`src/rtl/sr_seq_pkg.sv`:
```
// Shared definitions for the SR pulse sequencer: the 3-bit state encoding and
// the default counter width and guard length.
package sr_seq_pkg;

  localparam int CNT_W_DEFAULT = 8;
  localparam int GUARD_DEFAULT = 4;

  localparam logic [2:0] IDLE  = 3'd0;
  localparam logic [2:0] SET   = 3'd1;
  localparam logic [2:0] HOLD  = 3'd2;
  localparam logic [2:0] RST_P = 3'd3;
  localparam logic [2:0] GUARD = 3'd4;

endpackage

```
`src/rtl/sr_seq_counter.sv`:
```
// Loadable down-counter shared by the HOLD and GUARD phases. It stops at zero
// instead of wrapping, and zero reports the current (registered) value.
module sr_seq_counter #(
  parameter int CNT_W = 8
) (
  input  logic             Clk,
  input  logic             Rst,
  input  logic             load,
  input  logic             dec,
  input  logic [CNT_W-1:0] load_val,
  output logic             zero
);

  logic [CNT_W-1:0] cnt_q;
  logic [CNT_W-1:0] cnt_d;

  // NOTE: every path through always_comb assigns cnt_d (default first), so no latch is inferred.
  always_comb begin
    cnt_d = cnt_q;
    if (load) begin
      cnt_d = load_val;
    end else if (dec && (cnt_q != '0)) begin
      cnt_d = cnt_q - CNT_W'(1);
    end
  end

  // NOTE: sequential state uses non-blocking assignments only, so all flops update together.
  always_ff @(posedge Clk) begin
    if (Rst) begin
      cnt_q <= '0;
    end else begin
      cnt_q <= cnt_d;
    end
  end

  assign zero = (cnt_q == '0);

endmodule

```
`src/rtl/sr_pulse_sequencer.sv`:
```
// Turns a one-cycle Start into a registered S pulse, an On_len-cycle hold, an R
// pulse and a guard gap. Define SR_READBACK_CHECK_EN to add Q_fb/Fb_err checking.
module sr_pulse_sequencer
  import sr_seq_pkg::*;
#(
  parameter int CNT_W        = CNT_W_DEFAULT,
  parameter int GUARD_CYCLES = GUARD_DEFAULT
) (
  input  logic             Clk,
  input  logic             Rst,
  input  logic             Start,
  input  logic             Abort,
  input  logic [CNT_W-1:0] On_len,
`ifdef SR_READBACK_CHECK_EN
  input  logic             Q_fb,
  output logic             Fb_err,
`endif
  output logic             S,
  output logic             R,
  output logic             Busy,
  output logic             Done
);

  // The counter is loaded with one less than the phase length and the phase
  // ends on the cycle it reads zero, so HOLD lasts L cycles and GUARD lasts
  // GUARD_CYCLES cycles without ever wrapping.
  localparam logic [CNT_W-1:0] GUARD_LOAD =
    (GUARD_CYCLES > 0) ? CNT_W'(GUARD_CYCLES - 1) : '0;

  logic [2:0]       state_q, state_d;
  logic             s_q, s_d;
  logic             r_q, r_d;
  logic             busy_q, busy_d;
  logic             done_q, done_d;

  logic             accept;
  logic             cnt_load;
  logic             cnt_dec;
  logic [CNT_W-1:0] cnt_val;
  logic             cnt_zero;
  logic [CNT_W-1:0] hold_load;

  // On_len = 0 behaves as a one-cycle hold.
  assign hold_load = (On_len == '0) ? '0 : On_len - CNT_W'(1);

  sr_seq_counter #(
    .CNT_W (CNT_W)
  ) u_counter (
    .Clk      (Clk),
    .Rst      (Rst),
    .load     (cnt_load),
    .dec      (cnt_dec),
    .load_val (cnt_val),
    .zero     (cnt_zero)
  );

  always_comb begin
    state_d  = state_q;
    accept   = 1'b0;
    cnt_load = 1'b0;
    cnt_dec  = 1'b0;
    cnt_val  = '0;
    case (state_q)
      IDLE: begin
        // Abort beats a simultaneous Start; the request is dropped, not queued.
        if (Start && !Abort) begin
          accept   = 1'b1;
          state_d  = SET;
          cnt_load = 1'b1;
          cnt_val  = hold_load;
        end
      end
      SET: begin
        state_d = Abort ? RST_P : HOLD;
      end
      HOLD: begin
        if (Abort || cnt_zero) begin
          state_d = RST_P;
        end else begin
          cnt_dec = 1'b1;
        end
      end
      RST_P: begin
        if (GUARD_CYCLES > 0) begin
          state_d  = GUARD;
          cnt_load = 1'b1;
          cnt_val  = GUARD_LOAD;
        end else begin
          state_d = IDLE;
        end
      end
      GUARD: begin
        if (cnt_zero) begin
          state_d = IDLE;
        end else begin
          cnt_dec = 1'b1;
        end
      end
      default: begin
        state_d = IDLE;
      end
    endcase
  end

  // Outputs are decoded from the next state and registered, so each one is a
  // clean flop output that lines up with the state it describes.
  always_comb begin
    s_d    = (state_d == SET);
    r_d    = (state_d == RST_P);
    busy_d = (state_d != IDLE);
    done_d = (state_d == IDLE) && ((state_q == RST_P) || (state_q == GUARD));
  end

  always_ff @(posedge Clk) begin
    if (Rst) begin
      state_q <= IDLE;
      s_q     <= 1'b0;
      r_q     <= 1'b0;
      busy_q  <= 1'b0;
      done_q  <= 1'b0;
    end else begin
      state_q <= state_d;
      s_q     <= s_d;
      r_q     <= r_d;
      busy_q  <= busy_d;
      done_q  <= done_d;
    end
  end

  assign S    = s_q;
  assign R    = r_q;
  assign Busy = busy_q;
  assign Done = done_q;

`ifdef SR_READBACK_CHECK_EN
  logic after_rp_q, after_rp_d;
  logic fb_err_q, fb_err_d;
  logic fb_hit;

  // Q must read 1 throughout HOLD and 0 once the R pulse has landed. A fault
  // seen in the same cycle a new Start is accepted is still recorded.
  always_comb begin
    after_rp_d = (state_q == RST_P);
    fb_hit     = ((state_q == HOLD) && !Q_fb) || (after_rp_q && Q_fb);
    fb_err_d   = (accept ? 1'b0 : fb_err_q) | fb_hit;
  end

  always_ff @(posedge Clk) begin
    if (Rst) begin
      after_rp_q <= 1'b0;
      fb_err_q   <= 1'b0;
    end else begin
      after_rp_q <= after_rp_d;
      fb_err_q   <= fb_err_d;
    end
  end

  assign Fb_err = fb_err_q;
`endif

endmodule

```
`config.mk`:
```
export PLATFORM = sky130hd
export DESIGN_NAME = sr_pulse_sequencer
export DESIGN_NICKNAME = d
export VERILOG_FILES = /design/src/rtl/sr_seq_pkg.sv /design/src/rtl/sr_seq_counter.sv /design/src/rtl/sr_pulse_sequencer.sv
export SDC_FILE = /design/constraint.sdc
export NUM_CORES = 1
export LEC_CHECK = 0
export ABC_AREA = 1
export CAP_MARGIN = 20
export CORE_AREA = 2 2 50 52
export DETAILED_ROUTE_END_ITERATION = 8
export DIE_AREA = 0 0 52 54
export GPL_ROUTABILITY_DRIVEN = 0
export PLACE_DENSITY = 0.77
export SLEW_MARGIN = 20
export SYNTH_ARGS = -nofsm -noshare
export SYNTH_HDL_FRONTEND = slang
export SYNTH_HIERARCHICAL = 1
export SYNTH_SLANG_ARGS = --single-unit
```
`constraint.sdc`:
```
create_clock -name Clk -period 5 [get_ports Clk]
set_input_delay 1 -clock Clk [delete_from_list [all_inputs] [get_ports Clk]]
set_output_delay 1 -clock Clk [all_outputs]
set_load 0.02 [all_outputs]
```
Word-level counts from Yosys, hierarchy flattened. Cells that the tools add are included.

Multiplexer cells: 15. $add $sub $neg: 2. Eq/ne operators: 6. Reductions and logical operators: 13.

Operator list (count): $mux 8 (4); $logic_not 8->1 (2); $pmux 8 s2 (1); $sub 8x1->8 const B (2); $pmux 3 s5 (1); $eq 3x2->1 const B (3); $mux 3 (3); $reduce_bool 8->1 (1); $eq 3x1->1 const B (2); $logic_not 3->1 (2); $mux 1 (4); $pmux 1 s2 (2); $eq 3x3->1 const B (1); $logic_and 1x1->1 (3); $reduce_bool 3->1 (1); $logic_or 1x1->1 (2); $reduce_bool 2->1 (1); $logic_not 1->1 (1).

Output and inout bits: 4. Bits in registers: 15. Input port bits: 12. Word-level logic and storage cells: 42.

Longest topological paths before layout. Gate-level depths: netlist of run 1.

Depth in word-level cells: 7. Gate-level depth with buffers: 13. Depth with buffers taken out: 13.

Hierarchy. Netlist of run 1, hierarchy kept.

Modules (own cells, without submodules): sr_seq_counter (instances 1, sequential area each 160.2 um2, cells each 104, area an instance 600.6 um2); sr_pulse_sequencer (instances 1, sequential area each 140.1 um2, cells each 91, area an instance 594.3 um2).

Worst setup path after synthesis of run 1. OpenSTA, ideal clock, no wires.

Kind: input-to-reg. Start point: input Start. End point: register u_counter.cnt_q[1]. Path buffers: 1. Slack: 2905 ps. Stages: 10. Library setup time: 113 ps. Data arrival time: 1981 ps. Required time: 4887 ps. Cells stage by stage: inv_1 > nor2_1 > nand3_2 > nand2_1 > clkbuf_1 > inv_2 > nand2_4 > clkinv_2 > nor2_1 > nor2_1.

Cells in the longest elaborated chain, start to end: 4. Elaborated cells between the ends (all ways): 7. Classes of those cells: mux (5); reduce/logical (2).

RTL lines: from (decl) (line sr_pulse_sequencer.sv:11) `input logic Start,`; $logic_and 1x1->1 * (line sr_pulse_sequencer.sv:66) `if (Start && !Abort) begin`; $mux 1 * (line sr_pulse_sequencer.sv:66); $pmux 1 s2 * (line sr_pulse_sequencer.sv:63) `case (state_q)`; net cnt_load (line sr_pulse_sequencer.sv:37) `logic cnt_load;`; $mux 8 / $reduce_bool 2->1 (equally long branches); to (signal assigned) (line sr_seq_counter.sv:32) `cnt_q <= cnt_d;`; to (decl) (line sr_seq_counter.sv:14) `logic [CNT_W-1:0] cnt_q;`.

The timed path passes the listed nets; every way through them passes the cells marked *. A chain may end at the register's enable or synchronous reset.

Worst setup path in the final report of run 1.
Start point: input Start. End point: register u_counter.cnt_q[3].

Same word-level chain as after synthesis.

==> reports/metrics.yaml, run 1 <==
global_routing:
  grt_max_degree: 12
  antenna_found_initial: 0
  grtUsageTotal_pct: 19.0
  grt_pass1_wl_microns: 4070
  grt_overflow: 0
  grt_pass1_vias: 1041
floorplanning:
  start_util_pct: 51.5
  rows: 18
  die-height_microns: 54
  core_sq_um: 2320
  dieWidth_microns: 52
  die_area_sq_um: 2810
  ios: 16
cts:
  clk_pin_slew_ps: 90
  ctsHtreeMaxLevel: 1
  cts_setup_buffers: 0
  cts_tree: "done"
  cts_hold_buf: 0
  cts_resized: 0
  clk-insertion-delay-late_ps: 270
  cts_root_buf: "clkbuf_4"
  cts_buffers: 3
  cts_sinks: 15
  cts_buffer_depth: 2
yosys:
  synth_area_leader_cell: "dfxtp_1"
  syn_inst: 195
  synth-edff-count: 0
  synthesis.area_sq_um: 1190
  async_reset_ff_share_pct: 0
  synth_top_area_share_pct: 25.1
  ys_seq_area_share_pct: 25.1
  synthesis.nets: 211
  ys_warn_count: 6
  synthFlopType: "dfxtp_1"
  synth.avg_cell_area_sq_um: 6.13
  ys_ff_latch: 15
  ys_top_cells_by_area: "dfxtp_1 25%, nand2_1 16%, nand3_1 10%"
  yosysUniqueCellTypes: 27
sta:
  final.setup.tns_ps: 0
  fmax_mhz: 431
  hold_violations: 0
  fin_hold_ws_ps: 504
  drv_slew: 0
  relSlewSlack_pct: 74.0
  period_minus_slack_ps: 2320
  fin_worst_skew_ps: 2.64
  timing.final.crit_share_pct: 46.4
  rsz0062_at_grt: "false"
  tightest_slew_ps: 389
  setup_violations: 0
power:
  p_leak_nw: 0.682
  irDropWorstVdd_v: 0.000142
  p_int_mw: 0.228
  p_sw_mw: 0.158
  p_sw_share_pct: 41.0
  pwr-share-clk_pct: 17.4
  power_frac_comb_pct: 45.5
  seqPwrFrac_pct: 37.1
  p_per_area_nw_per_um2: 275
cells_and_area:
  fillers: 216
  post-route-cell-area_sq_um: 1410
  area_growth_pct: 17.7
  insertedDiodeCount: 0
  fin_nets: 230
  stdcell_count: 243
  drive_gt1_share_pct: 15.0
worst_setup_path:
  crit_fanout: 10
  cp.arrival_ps: 2470
  required_ps: 5150
  crit_path_end_kind: "flip-flop"
  path_class: "in -> reg"
  setup.worst_path.start_class: "primary input"
route:
  wl_per_cell_microns: 10.3
  drc: 0
  drtPass1Iterations: 4
  num_vias: 1221
  wirelength_microns: 2510
  ant_nets: 0
  via_per_inst: 5.02
  drtIter0Drc: 34
placement:
  place.port_buffers: 15
  post-place-cells: 239
  place_area_sq_um: 1380
  dp_hpwl_microns: 2130
run:
  maxCapViolations: 0
min_path:
  hold_path.class: "reg -> reg"
outcome:
  status: "finished, final reports clean"
[cells in the mapped netlist, types with 3 or more instances]
cell type,number
nand4_1,4
o21ai_0,3
ha_1,4
nor2_2,5
a21oi_1,6
nand3_2,3
inv_1,25
dfxtp_1,15
nand2_1,50
nor2_1,27
nand3_1,24
inv_2,7
[metal layers]
layer	vias to the layer above	track usage [%]	part of all wire (%)
li1	651	-	-
met1	538	23.3	47
met2	30	33.8	47
met3	2	3.61	4.6
met4	0	5.26	0.76
met5	-	0	0
[cell usage in the layout, fill, tap and decap left out, types with 2 or more instances in the layout]
| cell | instances |
|---|---|
| nand2_4 | 2 |
| clkdlybuf4s50_1 | 15 |
| nand2_1 | 50 |
| o21ai_0 | 3 |
| nand2_2 | 2 |
| nor2_1 | 27 |
| nor2_2 | 5 |
| inv_2 | 7 |
| nand4_1 | 4 |
| a21oi_2 | 2 |
| clkinv_2 | 2 |
| nand3_1 | 24 |
| inv_1 | 25 |
| o21ai_1 | 2 |
| nor2_4 | 2 |
| dfxtp_1 | 15 |
| xnor2_1 | 2 |
| a21oi_1 | 6 |
| nand3_2 | 3 |
| ha_1 | 4 |
| o21ai_2 | 2 |
| clkbuf_4 | 3 |
[metrics by stage]
stage          util, %  setup WS (ps)  power [mW]
6_report          60.6           2680       0.386
5_1_grt           60.6           2540       0.417
4_1_cts           60.6           2690       0.388
3_5_place_dp      59.4           2410       0.321
3_3_place_gp      59.4           2430       0.317
2_1_floorplan        -           2910       0.276
[cell families after synthesis]
group	share of synthesized area (%)
AOI/OAI and AO/OA	9.53
adders and majority gates	4.19
DFF	25.1
buffers and inverters	10.8
xor gates and xnor gates	2.20
and+or+nand+nor	48.2
[power groups by stage]
stage	Sequential, mW	Combinational, mW	Clock (mW)
after floorplan	0.148	0.128	0
after global placement	0.146	0.171	0
after detailed placement	0.146	0.175	0
after CTS	0.143	0.176	0.0690
after global routing	0.145	0.198	0.0739
final	0.143	0.176	0.0673
[area by class of cell]
type,count,area [sq um],share of cell area (%)
Clock buffer,3,22.5,1.60
Clock inverter,1,5.00,0.356
Multi-Input combinational cell,146,766,54.4
Tap cell,30,37.5,2.67
Inverter,33,125,8.90
Timing Repair Buffer,15,150,10.7
Sequential cell,15,300,21.4
[final timing paths]
check / from / end / slack, ps / cells past startpoint
hold / removal: u_counter/cnt_q[0]$_SDFFE_PP0P_ / u_counter/cnt_q[0]$_SDFFE_PP0P_ / 500 / 2
setup / recovery: Start / u_counter/cnt_q[3]$_SDFFE_PP0P_ / 2680 / 10
hold reg to reg: u_counter/cnt_q[0]$_SDFFE_PP0P_ / u_counter/cnt_q[0]$_SDFFE_PP0P_ / 500 / 2
setup reg to reg: u_counter/cnt_q[0]$_SDFFE_PP0P_ / u_counter/cnt_q[6]$_SDFFE_PP0P_ / 3130 / 13
[critical path: stages]
cell and delay [ps]:
clkdlybuf4s50_1 460, inv_1 40, nor2_1 120, nand3_2 120, nand2_1 250, inv_2 160
nand2_4 130, clkinv_2 80, nand2_1 60, a21oi_1 60
[flip-flops by register name, summed over array words and instances (netlist names)]
signal and flops:
Done 1, S 1, u_counter/cnt_q 8, state_q 3, Busy 1, R 1
No activity file was read; power rests on OpenSTA's default activity.
==> run 2, diff against run 1 <==
- CORE_AREA: 2 2 50 52 -> 2 2 51 53
- DIE_AREA: 0 0 52 54 -> 0 0 53 55
- PLACE_DENSITY: 0.77 -> 0.75
- clock period: 5 -> 2.2 ns (I/O delays scaled with it)
==> run 2 against run 1 <==
Design area rose by 0.53%; combinational power up 130%; worst setup slack worse by 2400 ps; critical path depth rose by 3; critical endpoint is now u_counter/cnt_q[5]$_SDFFE_PP0P_; highest routed layer unchanged.
==> reports/metrics.yaml, run 2 (synthesis gave the netlist of run 1 again) <==
global_routing:
  grtUsageTotal_pct: 19.9
  grt_max_degree: 12
  grt_pass1_wl_microns: 4280
  antenna_found_initial: 0
  grt_pass1_vias: 1055
  grt_overflow: 0
cells_and_area:
  largest_registers: "u_counter/cnt_q (8), state_q (3)"
  drive_gt1_share_pct: 15.4
  fin_nets: 231
  finalCoreUtilization_pct: 59.8
  largest_reg_flops: 8
  area_growth_pct: 18.3
  insertedDiodeCount: 0
  post-route-cell-area_sq_um: 1410
  largest-register: "u_counter/cnt_q"
  mostFrequentLayoutCell: "nand2_1"
  most-common-layout-cells: "50 x nand2_1, 27 x nor2_1, 25 x inv_1"
floorplanning:
  rows: 18
  dieWidth_microns: 53
  start_util_pct: 50.5
  core_sq_um: 2360
  die_area_sq_um: 2920
  ios: 16
  die-height_microns: 55
placement:
  place.port_buffers: 15
  place_area_sq_um: 1390
  dp_hpwl_microns: 2070
worst_setup_path:
  crit_family: "simple AND/OR/NAND/NOR gates"
  setup.worst_path.start_class: "flip-flop"
  regToRegSetupSlack_ps: 310
  crit_fanout: 7
  slowest_stage: "dfxtp_1"
  reg2regPathDepth: 13
  r2r-end: "u_counter/cnt_q[5]$_SDFFE_PP0P_"
  path_cells: "inv_1 > ha_1 > nand2_1 > nor2_1 > inv_1 > nand3_1 > o21ai_1 > inv_1 > nor2_1 > nand3_1 > nand3_1 > nand2_1 > inv_1"
  cp.arrival_ps: 2120
  r2r_start: "u_counter/cnt_q[0]$_SDFFE_PP0P_"
  crit_path_end_kind: "flip-flop"
  required_ps: 2430
  path_class: "reg -> reg"
  crit_top_cell: "inv_1"
  cpPeakStageDelay_ps: 340
  crit_buf_inv: 4
route:
  drtPass1Iterations: 4
  drc: 0
  num_vias: 1211
  ant_nets: 0
  drtIter0Drc: 22
  wirelength_microns: 2490
  via_per_inst: 4.96
  wl_per_cell_microns: 10.2
min_path:
  hp-start: "u_counter/cnt_q[0]$_SDFFE_PP0P_"
  hold_path.class: "reg -> reg"
  whs_endpoint: "u_counter/cnt_q[0]$_SDFFE_PP0P_"
  holdPathStages: 2
sta:
  hold_violations: 0
  rsz0062_at_grt: "false"
  period_minus_slack_ps: 1890
  final.setup.tns_ps: 0
  fin_worst_skew_ps: 9.23
  setup_violations: 0
  tightest_slew_ps: 438
  fmax_mhz: 528
  drv_slew: 0
  relSlewSlack_pct: 70.7
  timing.final.crit_share_pct: 86.0
cts:
  cts_sinks: 15
  clk_pin_slew_ps: 80
  cts_resized: 0
  cts_buffer_depth: 2
  ctsHtreeMaxLevel: 1
  cts_tree: "done"
  cts_setup_buffers: 0
  clk-insertion-delay-late_ps: 280
  cts_hold_buf: 0
  cts_buffers: 3
  cts_root_buf: "clkbuf_4"
power:
  p_per_area_nw_per_um2: 624
  finalPower_mw: 0.882
  irDropWorstVdd_v: 0.000353
  p_sw_mw: 0.361
  p_int_mw: 0.521
  pwr-share-clk_pct: 17.7
  power_frac_comb_pct: 45.3
  p_leak_nw: 0.687
  seqPwrFrac_pct: 37.0
  p_sw_share_pct: 40.9
outcome:
  status: "finished, final reports clean"
run:
  maxCapViolations: 0
-- run 2: cell count changes in the layout (fill, tap and decap cells not counted), sizes merged --
cell	delta
buf	+1
-- run 2: how the worst max path moves through the flow --
stage | cells past startpoint | endpoint | start
after floorplan | 12 | u_counter/cnt_q[1]$_SDFFE_PP0P_ | u_counter/cnt_q[0]$_SDFFE_PP0P_
after global placement | 9 | u_counter/cnt_q[2]$_SDFFE_PP0P_ | On_len[3]
after detailed placement | 9 | u_counter/cnt_q[2]$_SDFFE_PP0P_ | On_len[3]
after CTS | 13 | u_counter/cnt_q[5]$_SDFFE_PP0P_ | u_counter/cnt_q[0]$_SDFFE_PP0P_
after global routing | 13 | u_counter/cnt_q[5]$_SDFFE_PP0P_ | u_counter/cnt_q[0]$_SDFFE_PP0P_
final | 13 | u_counter/cnt_q[5]$_SDFFE_PP0P_ | u_counter/cnt_q[0]$_SDFFE_PP0P_
-- run 2: routing by layer --
metal / GRT usage, % / vias to the layer above / wire [microns]
met3: 2.96 / 4 / 87
li1: - / 651 / -
met1: 24.5 / 525 / 1180
met5: 0 / - / 0
met4: 9.83 / 0 / 38
met2: 34.2 / 31 / 1190
-- run 2: through the flow --
stage	worst slack [ps]	std cells	hold slack [ps]
after floorplan	614	195	468
after global placement	217	240	482
after detailed placement	191	240	502
after CTS	355	244	514
after global routing	102	244	558
final	307	244	510
-- run 2: layout make-up --
type,count,area (sq um)
Multi-Input combinational cell,146,766
Clock inverter,1,5.00
Clock buffer,3,22.5
Inverter,33,125
Tap cell,30,37.5
Timing Repair Buffer,16,158
Sequential cell,15,300
Fill cell,239,951
-- run 2: power by group through the flow --
stage               Combinational (mW)  Clock (mW)  Sequential, mW
detailed placement               0.398           0           0.332
global route                     0.457       0.173           0.332
CTS                              0.401       0.162           0.325
finish                           0.400       0.156           0.326
floorplan                        0.291           0           0.336
global placement                 0.388           0           0.331
-- run 2: worst reg2reg max path, delay by kind of cell, from the launching register on --
kind	cells	cell delay [ps]
buf+inv	4	340
compound gates	1	250
fa+ha+maj	1	220
simple gates	7	690
flops	1	340
==> run 3, diff against run 2 <==
- GPL_ROUTABILITY_DRIVEN: 0 -> 1
==> results of run 3 <==
The final DEF is identical to that of run 2; final timing and power are the same.
